`config.mk`:
```
export PLATFORM = sky130hd
export DESIGN_NAME = dram_req_scheduler
export DESIGN_NICKNAME = d
export VERILOG_FILES = /design/src/rtl/dram_sched_pkg.sv /design/src/rtl/sched_fifo.sv /design/src/rtl/dram_req_scheduler.sv
export SDC_FILE = /design/constraint.sdc
export NUM_CORES = 1
export LEC_CHECK = 0
export ABC_AREA = 0
export BUFFER_PORTS_ARGS = -buffer_cell sky130_fd_sc_hd__buf_2
export CORE_MARGIN = 2
export CORE_UTILIZATION = 52
export CTS_CLUSTER_SIZE = 10
export DETAILED_ROUTE_END_ITERATION = 8
export PLACE_DENSITY = 0.8
export SLEW_MARGIN = 25
export SYNTH_ARGS = -nofsm -noshare
export SYNTH_HDL_FRONTEND = slang
export SYNTH_SLANG_ARGS = --single-unit
```
`constraint.sdc`:
```
create_clock -name Clk_32UI -period 7.6 [get_ports Clk_32UI]
set_clock_uncertainty 0.15 [all_clocks]
set_input_delay 1.52 -clock Clk_32UI [delete_from_list [all_inputs] [get_ports Clk_32UI]]
set_output_delay 1.52 -clock Clk_32UI [all_outputs]
set_load 0.02 [all_outputs]
```
`src/rtl/dram_sched_pkg.sv`:
```
// rtl/dram_sched_pkg.sv - shared sizing constants and request entry type for the DRAM request scheduler
package dram_sched_pkg;

   localparam int FIFO_DEPTH = 16;
   localparam int MAX_OUT    = 32;
   localparam int ADDR_W     = 32;

   typedef struct packed {
      logic [ADDR_W-1:0] addr_k;
      logic [ADDR_W-1:0] addr_l;
   } entry_t;

endpackage

```
`src/rtl/sched_fifo.sv`:
```
// rtl/sched_fifo.sv - request buffer FIFO with synchronous clear and full/empty/count status
module sched_fifo
   import dram_sched_pkg::*;
#(
   parameter int DEPTH = 16
) (
   input  logic                         clk_i,
   input  logic                         rst_i,
   input  logic                         clr_i,
   input  logic                         wr_en_i,
   input  entry_t                       wr_data_i,
   input  logic                         rd_en_i,
   output entry_t                       rd_data_o,
   output logic                         full_o,
   output logic                         empty_o,
   output logic [$clog2(DEPTH+1)-1:0]   count_o
);

   localparam int AW = (DEPTH > 1) ? $clog2(DEPTH) : 1;
   localparam int CW = $clog2(DEPTH + 1);

   entry_t          mem_q [DEPTH];
   logic [AW-1:0]   wr_ptr_q;
   logic [AW-1:0]   rd_ptr_q;
   logic [CW-1:0]   count_q;

   // Storage is not reset; only pointers and count define validity.
   always_ff @(posedge clk_i) begin
      if (wr_en_i) begin
         mem_q[wr_ptr_q] <= wr_data_i;
      end
   end

   always_ff @(posedge clk_i or posedge rst_i) begin
      if (rst_i) begin
         wr_ptr_q <= '0;
         rd_ptr_q <= '0;
         count_q  <= '0;
      end else if (clr_i) begin
         wr_ptr_q <= '0;
         rd_ptr_q <= '0;
         count_q  <= '0;
      end else begin
         if (wr_en_i) begin
            wr_ptr_q <= wr_ptr_q + AW'(1);
         end
         if (rd_en_i) begin
            rd_ptr_q <= rd_ptr_q + AW'(1);
         end
         if (wr_en_i && !rd_en_i) begin
            count_q <= count_q + CW'(1);
         end else if (rd_en_i && !wr_en_i) begin
            count_q <= count_q - CW'(1);
         end
      end
   end

   assign rd_data_o = mem_q[rd_ptr_q];
   assign full_o    = (count_q == CW'(DEPTH));
   assign empty_o   = (count_q == '0);
   assign count_o   = count_q;

endmodule

```
`src/rtl/dram_req_scheduler.sv`:
```
// rtl/dram_req_scheduler.sv - buffers datapath DRAM requests and issues them under an outstanding-request credit limit
module dram_req_scheduler #(
   parameter int FIFO_DEPTH = dram_sched_pkg::FIFO_DEPTH,
   parameter int MAX_OUT    = dram_sched_pkg::MAX_OUT
) (
   input  logic                               Clk_32UI,
   input  logic                               reset_BWT_extend,
   input  logic                               req_valid,
   input  logic [dram_sched_pkg::ADDR_W-1:0]  req_addr_k,
   input  logic [dram_sched_pkg::ADDR_W-1:0]  req_addr_l,
   output logic                               req_ready,
   input  logic                               flush,
   output logic                               mem_valid,
   output logic [dram_sched_pkg::ADDR_W-1:0]  mem_addr_k,
   output logic [dram_sched_pkg::ADDR_W-1:0]  mem_addr_l,
   input  logic                               mem_ready,
   input  logic                               rsp_valid,
   output logic [5:0]                         outstanding,
   output logic [15:0]                        drop_cnt,
   output logic                               rsp_err,
   output logic                               idle
);

   import dram_sched_pkg::*;

   localparam int CW = $clog2(FIFO_DEPTH + 1);

   entry_t          req_entry;
   entry_t          fifo_head;
   logic            fifo_full;
   logic            fifo_empty;
   logic [CW-1:0]   fifo_count;

   logic            mem_valid_q, mem_valid_d;
   entry_t          stage_q, stage_d;
   logic [5:0]      outstanding_q, outstanding_d;
   logic [15:0]     drop_cnt_q, drop_cnt_d;
   logic            rsp_err_q, rsp_err_d;

   logic [6:0]      in_use;
   logic            issue;
   logic            can_load;
   logic            pop;
   logic            bypass;
   logic            take;
   logic            push;
   logic            drop;

   assign req_entry = '{addr_k: req_addr_k, addr_l: req_addr_l};

   always_comb begin
      in_use   = {1'b0, outstanding_q} + {6'd0, mem_valid_q};
      // The handshake only counts below MAX_OUT; otherwise the loaded entry waits for a response.
      issue    = mem_valid_q && mem_ready && (outstanding_q < 6'(MAX_OUT));
      can_load = (!mem_valid_q || issue) &&
                 ((in_use < 7'(MAX_OUT)) || ((in_use == 7'(MAX_OUT)) && issue));
      take     = req_valid && !flush;
      pop      = can_load && !fifo_empty && !flush;
      bypass   = can_load && fifo_empty && take;
      push     = take && !bypass && (!fifo_full || pop);
      drop     = take && !bypass && fifo_full && !pop;
   end

   always_comb begin
      mem_valid_d   = mem_valid_q;
      stage_d       = stage_q;
      outstanding_d = outstanding_q;
      drop_cnt_d    = drop_cnt_q;
      rsp_err_d     = rsp_err_q;

      if (pop) begin
         mem_valid_d = 1'b1;
         stage_d     = fifo_head;
      end else if (bypass) begin
         mem_valid_d = 1'b1;
         stage_d     = req_entry;
      end else if (issue) begin
         mem_valid_d = 1'b0;
      end

      if (issue && !rsp_valid) begin
         outstanding_d = outstanding_q + 6'd1;
      end else if (rsp_valid && !issue) begin
         if (outstanding_q != '0) begin
            outstanding_d = outstanding_q - 6'd1;
         end else begin
            rsp_err_d = 1'b1;
         end
      end

      if (drop && (drop_cnt_q != 16'hFFFF)) begin
         drop_cnt_d = drop_cnt_q + 16'd1;
      end
   end

   always_ff @(posedge Clk_32UI or posedge reset_BWT_extend) begin
      if (reset_BWT_extend) begin
         mem_valid_q   <= 1'b0;
         stage_q       <= '0;
         outstanding_q <= '0;
         drop_cnt_q    <= '0;
         rsp_err_q     <= 1'b0;
      end else begin
         mem_valid_q   <= mem_valid_d;
         stage_q       <= stage_d;
         outstanding_q <= outstanding_d;
         drop_cnt_q    <= drop_cnt_d;
         rsp_err_q     <= rsp_err_d;
      end
   end

   sched_fifo #(
      .DEPTH (FIFO_DEPTH)
   ) u_fifo (
      .clk_i     (Clk_32UI),
      .rst_i     (reset_BWT_extend),
      .clr_i     (flush),
      .wr_en_i   (push),
      .wr_data_i (req_entry),
      .rd_en_i   (pop),
      .rd_data_o (fifo_head),
      .full_o    (fifo_full),
      .empty_o   (fifo_empty),
      .count_o   (fifo_count)
   );

   assign req_ready   = (fifo_count != CW'(FIFO_DEPTH));
   assign mem_valid   = mem_valid_q;
   assign mem_addr_k  = stage_q.addr_k;
   assign mem_addr_l  = stage_q.addr_l;
   assign outstanding = outstanding_q;
   assign drop_cnt    = drop_cnt_q;
   assign rsp_err     = rsp_err_q;
   assign idle        = fifo_empty && !mem_valid_q && (outstanding_q == '0);

endmodule

```
==> impl_metrics.xml, run 1 <==
<?xml version="1.0" encoding="UTF-8"?>
<metrics>
  <group name="grt">
    <metric name="grt_max_degree" unit="">123</metric>
    <metric name="first_global_vias" unit="">23700</metric>
    <metric name="gr-usage-all-layers" unit="%">24.0</metric>
    <metric name="grt_antenna_before_repair" unit="">5</metric>
    <metric name="first_pass_grt_wire_length" unit="µm">153000</metric>
    <metric name="gr-total-overflow" unit="">0</metric>
  </group>
  <group name="place">
    <metric name="gp_congestion" unit="">0.845</metric>
    <metric name="dp.final_hpwl" unit="µm">51100</metric>
    <metric name="port_buffers" unit="">159</metric>
  </group>
  <group name="worst_setup_path">
    <metric name="timing.critical_path.from_type" unit="">register</metric>
    <metric name="timing.rr.start" unit="">mem_valid$_DFFE_PP0P_</metric>
    <metric name="rr_worst_depth" unit="">8</metric>
    <metric name="critical_path.endpoint_type" unit="">register</metric>
    <metric name="worst_r2r_dst" unit="">u_fifo.mem_q[11][9]$_DFFE_PP_</metric>
    <metric name="arrival" unit="ns">5.09</metric>
    <metric name="crit_type" unit="">reg2reg</metric>
    <metric name="r2r_slack" unit="ns">2.69</metric>
    <metric name="cp_data_required_time" unit="ns">7.78</metric>
    <metric name="worstPathMaxFanout" unit="">46</metric>
  </group>
  <group name="timing">
    <metric name="setup_viol" unit="">0</metric>
    <metric name="finalCritPeriodShare" unit="%">64.6</metric>
    <metric name="timing.slew.headroom" unit="%">27.8</metric>
    <metric name="worst-slew-pin-transition" unit="ns">1.08</metric>
    <metric name="final.min_clock_period" unit="ns">4.91</metric>
    <metric name="fmax" unit="GHz">0.204</metric>
    <metric name="timing.final.max_slew_violations" unit="">0</metric>
    <metric name="rsz0062_at_grt" unit="">false</metric>
    <metric name="final_hold_violations" unit="">0</metric>
    <metric name="setup_tns" unit="ns">0</metric>
  </group>
  <group name="synth">
    <metric name="yosysSeqAreaShare" unit="%">75.6</metric>
    <metric name="ranking_of_synthesized_cells_by_area" unit="">sky130_fd_sc_hd__edfxtp_1 (70%), sky130_fd_sc_hd__mux4_2 (13%), sky130_fd_sc_hd__dfrtp_1 (5.7%)</metric>
    <metric name="cell_taking_the_most_area_after_synthesis" unit="">sky130_fd_sc_hd__edfxtp_1</metric>
    <metric name="synth_top_flop_cell" unit="">sky130_fd_sc_hd__edfxtp_1</metric>
    <metric name="synth.ff_latch_count" unit="">1125</metric>
    <metric name="synth_nets" unit="">2128</metric>
    <metric name="async_flop_share" unit="%">8.98</metric>
    <metric name="combinational_family_with_the_most_area_after_synthesis" unit="">multiplexers</metric>
    <metric name="synth_top_cell_area_share" unit="%">69.9</metric>
    <metric name="postSynthCellCount" unit="">2038</metric>
    <metric name="synth.cells.most_frequent" unit="">sky130_fd_sc_hd__edfxtp_1 (1024), sky130_fd_sc_hd__mux4_2 (256), sky130_fd_sc_hd__a211oi_1 (130)</metric>
    <metric name="post-synth-top-count-cell" unit="">sky130_fd_sc_hd__edfxtp_1</metric>
    <metric name="syn-mean-instance-area" unit="µm²">21.6</metric>
    <metric name="synth.mux.area_fraction" unit="%">14.7</metric>
    <metric name="yosys_warnings" unit="">0</metric>
    <metric name="synth-xor-area-share" unit="%">0.498</metric>
    <metric name="yosys.cell_types.count" unit="">62</metric>
    <metric name="synth_adder_area_share" unit="%">0.603</metric>
    <metric name="synth-compound-area-share" unit="%">4.45</metric>
    <metric name="yosys.area_share.simple" unit="%">2.35</metric>
    <metric name="synth-edff-count" unit="">1024</metric>
    <metric name="post_synth_instance_area" unit="µm²">44000</metric>
  </group>
  <group name="run">
    <metric name="maxCapViolCount" unit="">0</metric>
  </group>
  <group name="finish">
    <metric name="fraction_of_final_layout_cells_with_drive_strength_greater_than_1" unit="%">28.5</metric>
    <metric name="seqCellArea" unit="µm²">33300</metric>
    <metric name="multiInputGateArea" unit="µm²">10100</metric>
    <metric name="fillers" unit="">5582</metric>
    <metric name="area_delta_synth_final" unit="%">13.8</metric>
    <metric name="num-nets-final" unit="">2342</metric>
    <metric name="final_util" unit="%">59.9</metric>
  </group>
  <group name="floorplanning">
    <metric name="coreArea" unit="µm²">83700</metric>
    <metric name="die-height" unit="µm">295</metric>
    <metric name="fp.dieArea" unit="µm²">87000</metric>
    <metric name="die-width" unit="µm">295</metric>
    <metric name="top_level_ports" unit="">160</metric>
    <metric name="placement_rows" unit="">106</metric>
    <metric name="start_util" unit="%">52.6</metric>
  </group>
  <group name="clocking">
    <metric name="max-clock-path-buffers" unit="">3</metric>
    <metric name="cts_buffers" unit="">132</metric>
    <metric name="clk_latency" unit="ns">0.73</metric>
    <metric name="tritoncts" unit="">built</metric>
    <metric name="htreeDepth" unit="">4</metric>
    <metric name="cts.sinks" unit="">1125</metric>
    <metric name="cts_root_buffer" unit="">sky130_fd_sc_hd__clkbuf_16</metric>
    <metric name="postCtsSetupBuffers" unit="">0</metric>
    <metric name="cts.clk_slew.worst_paths" unit="ns">0.06</metric>
    <metric name="cts_repair_resize_count" unit="">0</metric>
    <metric name="hold_fix_buffers_at_cts" unit="">0</metric>
  </group>
  <group name="drt">
    <metric name="starting_drc_count_in_detailed_routing" unit="">2570</metric>
    <metric name="firstDrtPassIters" unit="">5</metric>
    <metric name="residual_antenna_violating_net_count_after_detailed_routing" unit="">0</metric>
    <metric name="avgRoutedWirePerCell" unit="µm">29.7</metric>
    <metric name="detailroute.via_count" unit="">22500</metric>
    <metric name="vias_per_cell" unit="">6.45</metric>
    <metric name="finalWirelength" unit="µm">103000</metric>
    <metric name="post-route-drc-count" unit="">0</metric>
  </group>
  <group name="worst_hold_path">
    <metric name="min-delay-path-class" unit="">reg2reg</metric>
    <metric name="min_to" unit="">rsp_err$_DFFE_PP0P_</metric>
    <metric name="holdCritStartpoint" unit="">rsp_err$_DFFE_PP0P_</metric>
    <metric name="timing.hold.worst_path_depth" unit="">1</metric>
  </group>
  <group name="power_and_ir_drop">
    <metric name="power.density" unit="nW/µm²">330</metric>
    <metric name="leakage" unit="nW">15.9</metric>
    <metric name="power.ir.vdd_worst" unit="mV">0.233</metric>
  </group>
  <group name="status">
    <metric name="result_of_the_run" unit="">finished clean</metric>
  </group>
</metrics>
[cells by family (layout without fill, tap and decap cells)]
kind of cell / Yosys count / after routing
AO/OA/AOI/OAI: 232 / 232
XOR/XNOR: 25 / 25
adder cells (fa/ha/maj): 20 / 20
buffers and inverters: 134 / 445
flip-flops: 1125 / 1125
multiplexers: 326 / 326
other: 0 / 2
AND/OR/NAND/NOR: 176 / 176
[sequential cells by signal (all words and copies together), names as in the netlist]
signal           cells
drop_cnt            16
mem_addr_k          32
mem_addr_l          32
mem_valid            1
outstanding          6
rsp_err              1
u_fifo.count_o       5
u_fifo.mem_q      1024
u_fifo.rd_ptr_q      4
u_fifo.wr_ptr_q      4
[layout make-up]
class                   instances  share of cell area (%)
flip-flops and latches       1125                    66.5
well taps                    1134                    2.83
multi-input cells             779                    20.1
clock inverters                14                   0.325
inverters                      17                   0.132
clock buffers                 217                    7.55
repair buffers                197                    2.58
diodes                          2                 0.00999
[critical path, cell delays in order (launching register included)]
cell and delay [ns]:
sky130_fd_sc_hd__dfrtp_1 0.45, sky130_fd_sc_hd__ha_1 0.27, sky130_fd_sc_hd__ha_1 0.24, sky130_fd_sc_hd__and4bb_1 0.26, sky130_fd_sc_hd__or3_4 0.38, sky130_fd_sc_hd__a221oi_1 0.53, sky130_fd_sc_hd__nand4_1 0.55, sky130_fd_sc_hd__nor2_4 0.82
sky130_fd_sc_hd__buf_4 0.74
[layout by cell type (no fill, tap or decap), drive strengths merged, types with 2 or more instances in the layout]
cell,netlist,final
a211oi,130,130
a21o,5,5
a21oi,8,8
a221o,65,65
and2,6,6
and3,4,4
and4,2,2
buf,78,197
clkbuf,39,217
clkinv,1,8
dfrtp,101,101
diode,0,2
edfxtp,1024,1024
fa,2,2
ha,18,18
inv,16,22
mux2,2,2
mux2i,67,67
mux4,257,257
nand2,18,18
nand3,19,19
nand4,15,15
nor2,28,28
nor2b,65,65
nor3,3,3
nor4,7,7
o211ai,2,2
o21ai,9,9
o311ai,2,2
or3,2,2
or4,3,3
xnor2,20,20
xor2,5,5
[per-layer routing]
layer  GRT usage, %  wire length (µm)
met4           9.64              3510
met1           30.9             37900
met2           40.2             53200
met5              0                39
met3           4.91              8690
[per-stage QoR]
stage	hold WS, ns	power [mW]	std cells	cell area, µm²	setup slack (ns)
global route	0.350	17.1	3485	50100	2.39
global placement	0.303	10.6	3245	45900	2.39
floorplan	0.361	9.85	2038	44000	1.60
finish	0.334	16.5	3485	50100	2.69
CTS	0.333	16.6	3479	50000	2.76
detailed placement	0.312	10.7	3248	46000	2.27
[where the power goes]
group	total (mW)	leakage, nW	switching [mW]	internal [mW]
logic	3.34	3.53	1.79	1.55
registers	7.32	10.5	0.268	7.05
clock network	5.85	1.89	2.42	3.43
total	16.5	15.9	4.48	12.0
[how the worst max path moves through the flow]
stage | from | end | slack (ns) | depth (start not counted)
floorplan | req_valid | u_fifo.mem_q[4][0]$_DFFE_PP_ | 1.60 | 5
global placement | flush | u_fifo.mem_q[10][42]$_DFFE_PP_ | 2.39 | 7
detailed placement | flush | u_fifo.mem_q[9][20]$_DFFE_PP_ | 2.27 | 7
CTS | mem_valid$_DFFE_PP0P_ | u_fifo.mem_q[9][8]$_DFFE_PP_ | 2.76 | 8
global route | mem_valid$_DFFE_PP0P_ | u_fifo.mem_q[11][9]$_DFFE_PP_ | 2.39 | 8
finish | mem_valid$_DFFE_PP0P_ | u_fifo.mem_q[11][9]$_DFFE_PP_ | 2.69 | 8
(Power assumes the default switching activity.)
==> run 2, diff against run 1 <==
Settings changed: PLACE_DENSITY 0.8 to 0.82.
Clock period 7.6 ns to 4.39 ns, I/O delays scaled along.
==> run 2 against run 1 <==
Effect of this change: clock power is 69% higher; first-iteration DRC count shrank 7.6%; core utilization up 0.39 points; worst hold slack got worse by 0.17 ns; register-to-register slack got worse by 2.4 ns; worst setup slack got worse by 2.4 ns; routed wire length is 0.89% higher; sequential cell count unchanged; critical path type unchanged; highest routed layer is now met4.
==> impl_metrics.xml, run 2 (synthesized netlist as in run 1, its figures left out) <==
<?xml version="1.0" encoding="UTF-8"?>
<metrics>
  <group name="status">
    <metric name="result_of_the_run" unit="">finished clean</metric>
  </group>
  <group name="timing">
    <metric name="timing.slew.headroom" unit="%">31.2</metric>
    <metric name="fmax" unit="GHz">0.247</metric>
    <metric name="setup_viol" unit="">0</metric>
    <metric name="worst-slew-pin-transition" unit="ns">1.03</metric>
    <metric name="setup_tns" unit="ns">0</metric>
    <metric name="rsz0062_at_grt" unit="">false</metric>
    <metric name="finalCritPeriodShare" unit="%">92.3</metric>
    <metric name="final_hold_violations" unit="">0</metric>
    <metric name="timing.final.max_slew_violations" unit="">0</metric>
    <metric name="final.min_clock_period" unit="ns">4.05</metric>
  </group>
  <group name="worst_setup_path">
    <metric name="timing.rr.start" unit="">outstanding[0]$_DFFE_PP0P_</metric>
    <metric name="crit_type" unit="">reg2reg</metric>
    <metric name="worst_r2r_dst" unit="">u_fifo.count_o[4]$_DFFE_PP0P_</metric>
    <metric name="timing.critical_path.from_type" unit="">register</metric>
    <metric name="rr_worst_depth" unit="">12</metric>
    <metric name="cp_data_required_time" unit="ns">4.88</metric>
    <metric name="crit_start" unit="">outstanding[0]$_DFFE_PP0P_</metric>
    <metric name="worstPathMaxFanout" unit="">7</metric>
    <metric name="critical_path.endpoint_type" unit="">register</metric>
    <metric name="r2r_slack" unit="ns">0.34</metric>
    <metric name="arrival" unit="ns">4.54</metric>
  </group>
  <group name="finish">
    <metric name="final_common_cell" unit="">sky130_fd_sc_hd__edfxtp_1</metric>
    <metric name="largest_register_ff_count" unit="">1024</metric>
    <metric name="num-nets-final" unit="">2372</metric>
    <metric name="area_delta_synth_final" unit="%">14.6</metric>
    <metric name="layout.cells.most_common_list" unit="">sky130_fd_sc_hd__edfxtp_1 (1024), sky130_fd_sc_hd__mux4_2 (256), sky130_fd_sc_hd__buf_2 (159)</metric>
    <metric name="fraction_of_final_layout_cells_with_drive_strength_greater_than_1" unit="%">29.3</metric>
    <metric name="final_cell_area" unit="µm²">50400</metric>
    <metric name="max_flop_register" unit="">u_fifo.mem_q</metric>
  </group>
  <group name="grt">
    <metric name="grt_antenna_before_repair" unit="">2</metric>
    <metric name="gr-usage-all-layers" unit="%">24.5</metric>
    <metric name="first_pass_grt_wire_length" unit="µm">155000</metric>
    <metric name="grt_max_degree" unit="">73</metric>
    <metric name="first_global_vias" unit="">23700</metric>
    <metric name="gr-total-overflow" unit="">0</metric>
  </group>
  <group name="floorplanning">
    <metric name="die-height" unit="µm">295</metric>
    <metric name="placement_rows" unit="">106</metric>
    <metric name="coreArea" unit="µm²">83700</metric>
    <metric name="fp.dieArea" unit="µm²">87000</metric>
    <metric name="top_level_ports" unit="">160</metric>
    <metric name="start_util" unit="%">52.6</metric>
    <metric name="die-width" unit="µm">295</metric>
  </group>
  <group name="clocking">
    <metric name="cts_repair_resize_count" unit="">0</metric>
    <metric name="max-clock-path-buffers" unit="">3</metric>
    <metric name="hold_fix_buffers_at_cts" unit="">0</metric>
    <metric name="tritoncts" unit="">built</metric>
    <metric name="cts.clk_slew.worst_paths" unit="ns">0.06</metric>
    <metric name="cts.sinks" unit="">1125</metric>
    <metric name="postCtsSetupBuffers" unit="">0</metric>
    <metric name="htreeDepth" unit="">4</metric>
    <metric name="cts_buffers" unit="">131</metric>
    <metric name="cts_root_buffer" unit="">sky130_fd_sc_hd__clkbuf_16</metric>
    <metric name="clk_latency" unit="ns">0.73</metric>
  </group>
  <group name="place">
    <metric name="dp.final_hpwl" unit="µm">54200</metric>
    <metric name="gp_congestion" unit="">0.825</metric>
    <metric name="placedInstanceArea" unit="µm²">46600</metric>
    <metric name="port_buffers" unit="">159</metric>
  </group>
  <group name="drt">
    <metric name="starting_drc_count_in_detailed_routing" unit="">2375</metric>
    <metric name="finalWirelength" unit="µm">104000</metric>
    <metric name="detailroute.via_count" unit="">22600</metric>
    <metric name="residual_antenna_violating_net_count_after_detailed_routing" unit="">0</metric>
    <metric name="post-route-drc-count" unit="">0</metric>
    <metric name="vias_per_cell" unit="">6.46</metric>
    <metric name="firstDrtPassIters" unit="">5</metric>
    <metric name="avgRoutedWirePerCell" unit="µm">29.8</metric>
  </group>
  <group name="power_and_ir_drop">
    <metric name="power.ir.vdd_worst" unit="mV">0.387</metric>
    <metric name="power.density" unit="nW/µm²">563</metric>
    <metric name="power" unit="mW">28.4</metric>
    <metric name="leakage" unit="nW">16.1</metric>
  </group>
  <group name="run">
    <metric name="maxCapViolCount" unit="">0</metric>
  </group>
  <group name="worst_hold_path">
    <metric name="min-delay-path-class" unit="">in2async</metric>
  </group>
</metrics>
run 2: cell count changes in the layout (fill, tap and decap cells not counted), sizes merged:
| cell | before | now |
|---|---|---|
| inv | 22 | 19 |
| clkinv | 8 | 7 |
| clkbuf | 217 | 209 |
| buf | 197 | 228 |
run 2: where the power goes:
part,internal [mW],total (mW),leakage [nW],switching (mW)
combinational,2.75,5.86,3.72,3.11
sequential,12.2,12.6,10.5,0.408
clock,5.78,9.91,1.84,4.12
total,20.7,28.4,16.1,7.65
run 2: critical path, stage by stage, from the launching register on:
cell	delay, ns
sky130_fd_sc_hd__dfrtp_1	0.46
sky130_fd_sc_hd__ha_1	0.25
sky130_fd_sc_hd__ha_1	0.24
sky130_fd_sc_hd__and4bb_1	0.25
sky130_fd_sc_hd__o311a_2	0.45
sky130_fd_sc_hd__nor2_4	0.17
sky130_fd_sc_hd__nand4_1	0.25
sky130_fd_sc_hd__fa_1	0.49
sky130_fd_sc_hd__a21o_1	0.20
sky130_fd_sc_hd__a21o_1	0.20
sky130_fd_sc_hd__or3_1	0.30
sky130_fd_sc_hd__mux4_1	0.48
sky130_fd_sc_hd__nor2_1	0.09
run 2: final cells by class:
cell class                 instances  area [µm²]
multi-input combinational        779       10100
clock inverter                    10         166
clock buffer                     209        3680
antenna                            2        5.00
tap                             1134        1420
fill                            5527       33300
timing repair buffer             228        1710
sequential                      1125       33300
inverter                          17        66.3
run 2: worst max path at each step:
stage	endpoint	slack [ns]
final	u_fifo.count_o[4]$_DFFE_PP0P_	0.34
after global routing	u_fifo.count_o[4]$_DFFE_PP0P_	0.18
after CTS	u_fifo.count_o[4]$_DFFE_PP0P_	0.35
after detailed placement	u_fifo.count_o[4]$_DFFE_PP0P_	0.34
after global placement	u_fifo.count_o[4]$_DFFE_PP0P_	0.33
after floorplan	u_fifo.mem_q[4][0]$_DFFE_PP_	-0.31
run 2: per-layer routing:
metal | global-route usage (%) | routed length (µm) | share of wire [%]
met5 | 0 | 0 | 0
met4 | 9.23 | 3160 | 3.0
met3 | 4.48 | 8660 | 8.3
met2 | 42.1 | 54500 | 52
met1 | 31.3 | 37900 | 36
run 2: stage by stage:
stage / std cells / hold slack, ns / setup WS (ns) / util, %
floorplan: 2038 / 0.361 / -0.312 / -
global placement: 3283 / 0.293 / 0.327 / 55.6
detailed placement: 3283 / 0.300 / 0.340 / 55.6
CTS: 3502 / 0.160 / 0.346 / 60.2
global route: 3503 / 0.213 / 0.175 / 60.2
finish: 3504 / 0.160 / 0.340 / 60.2
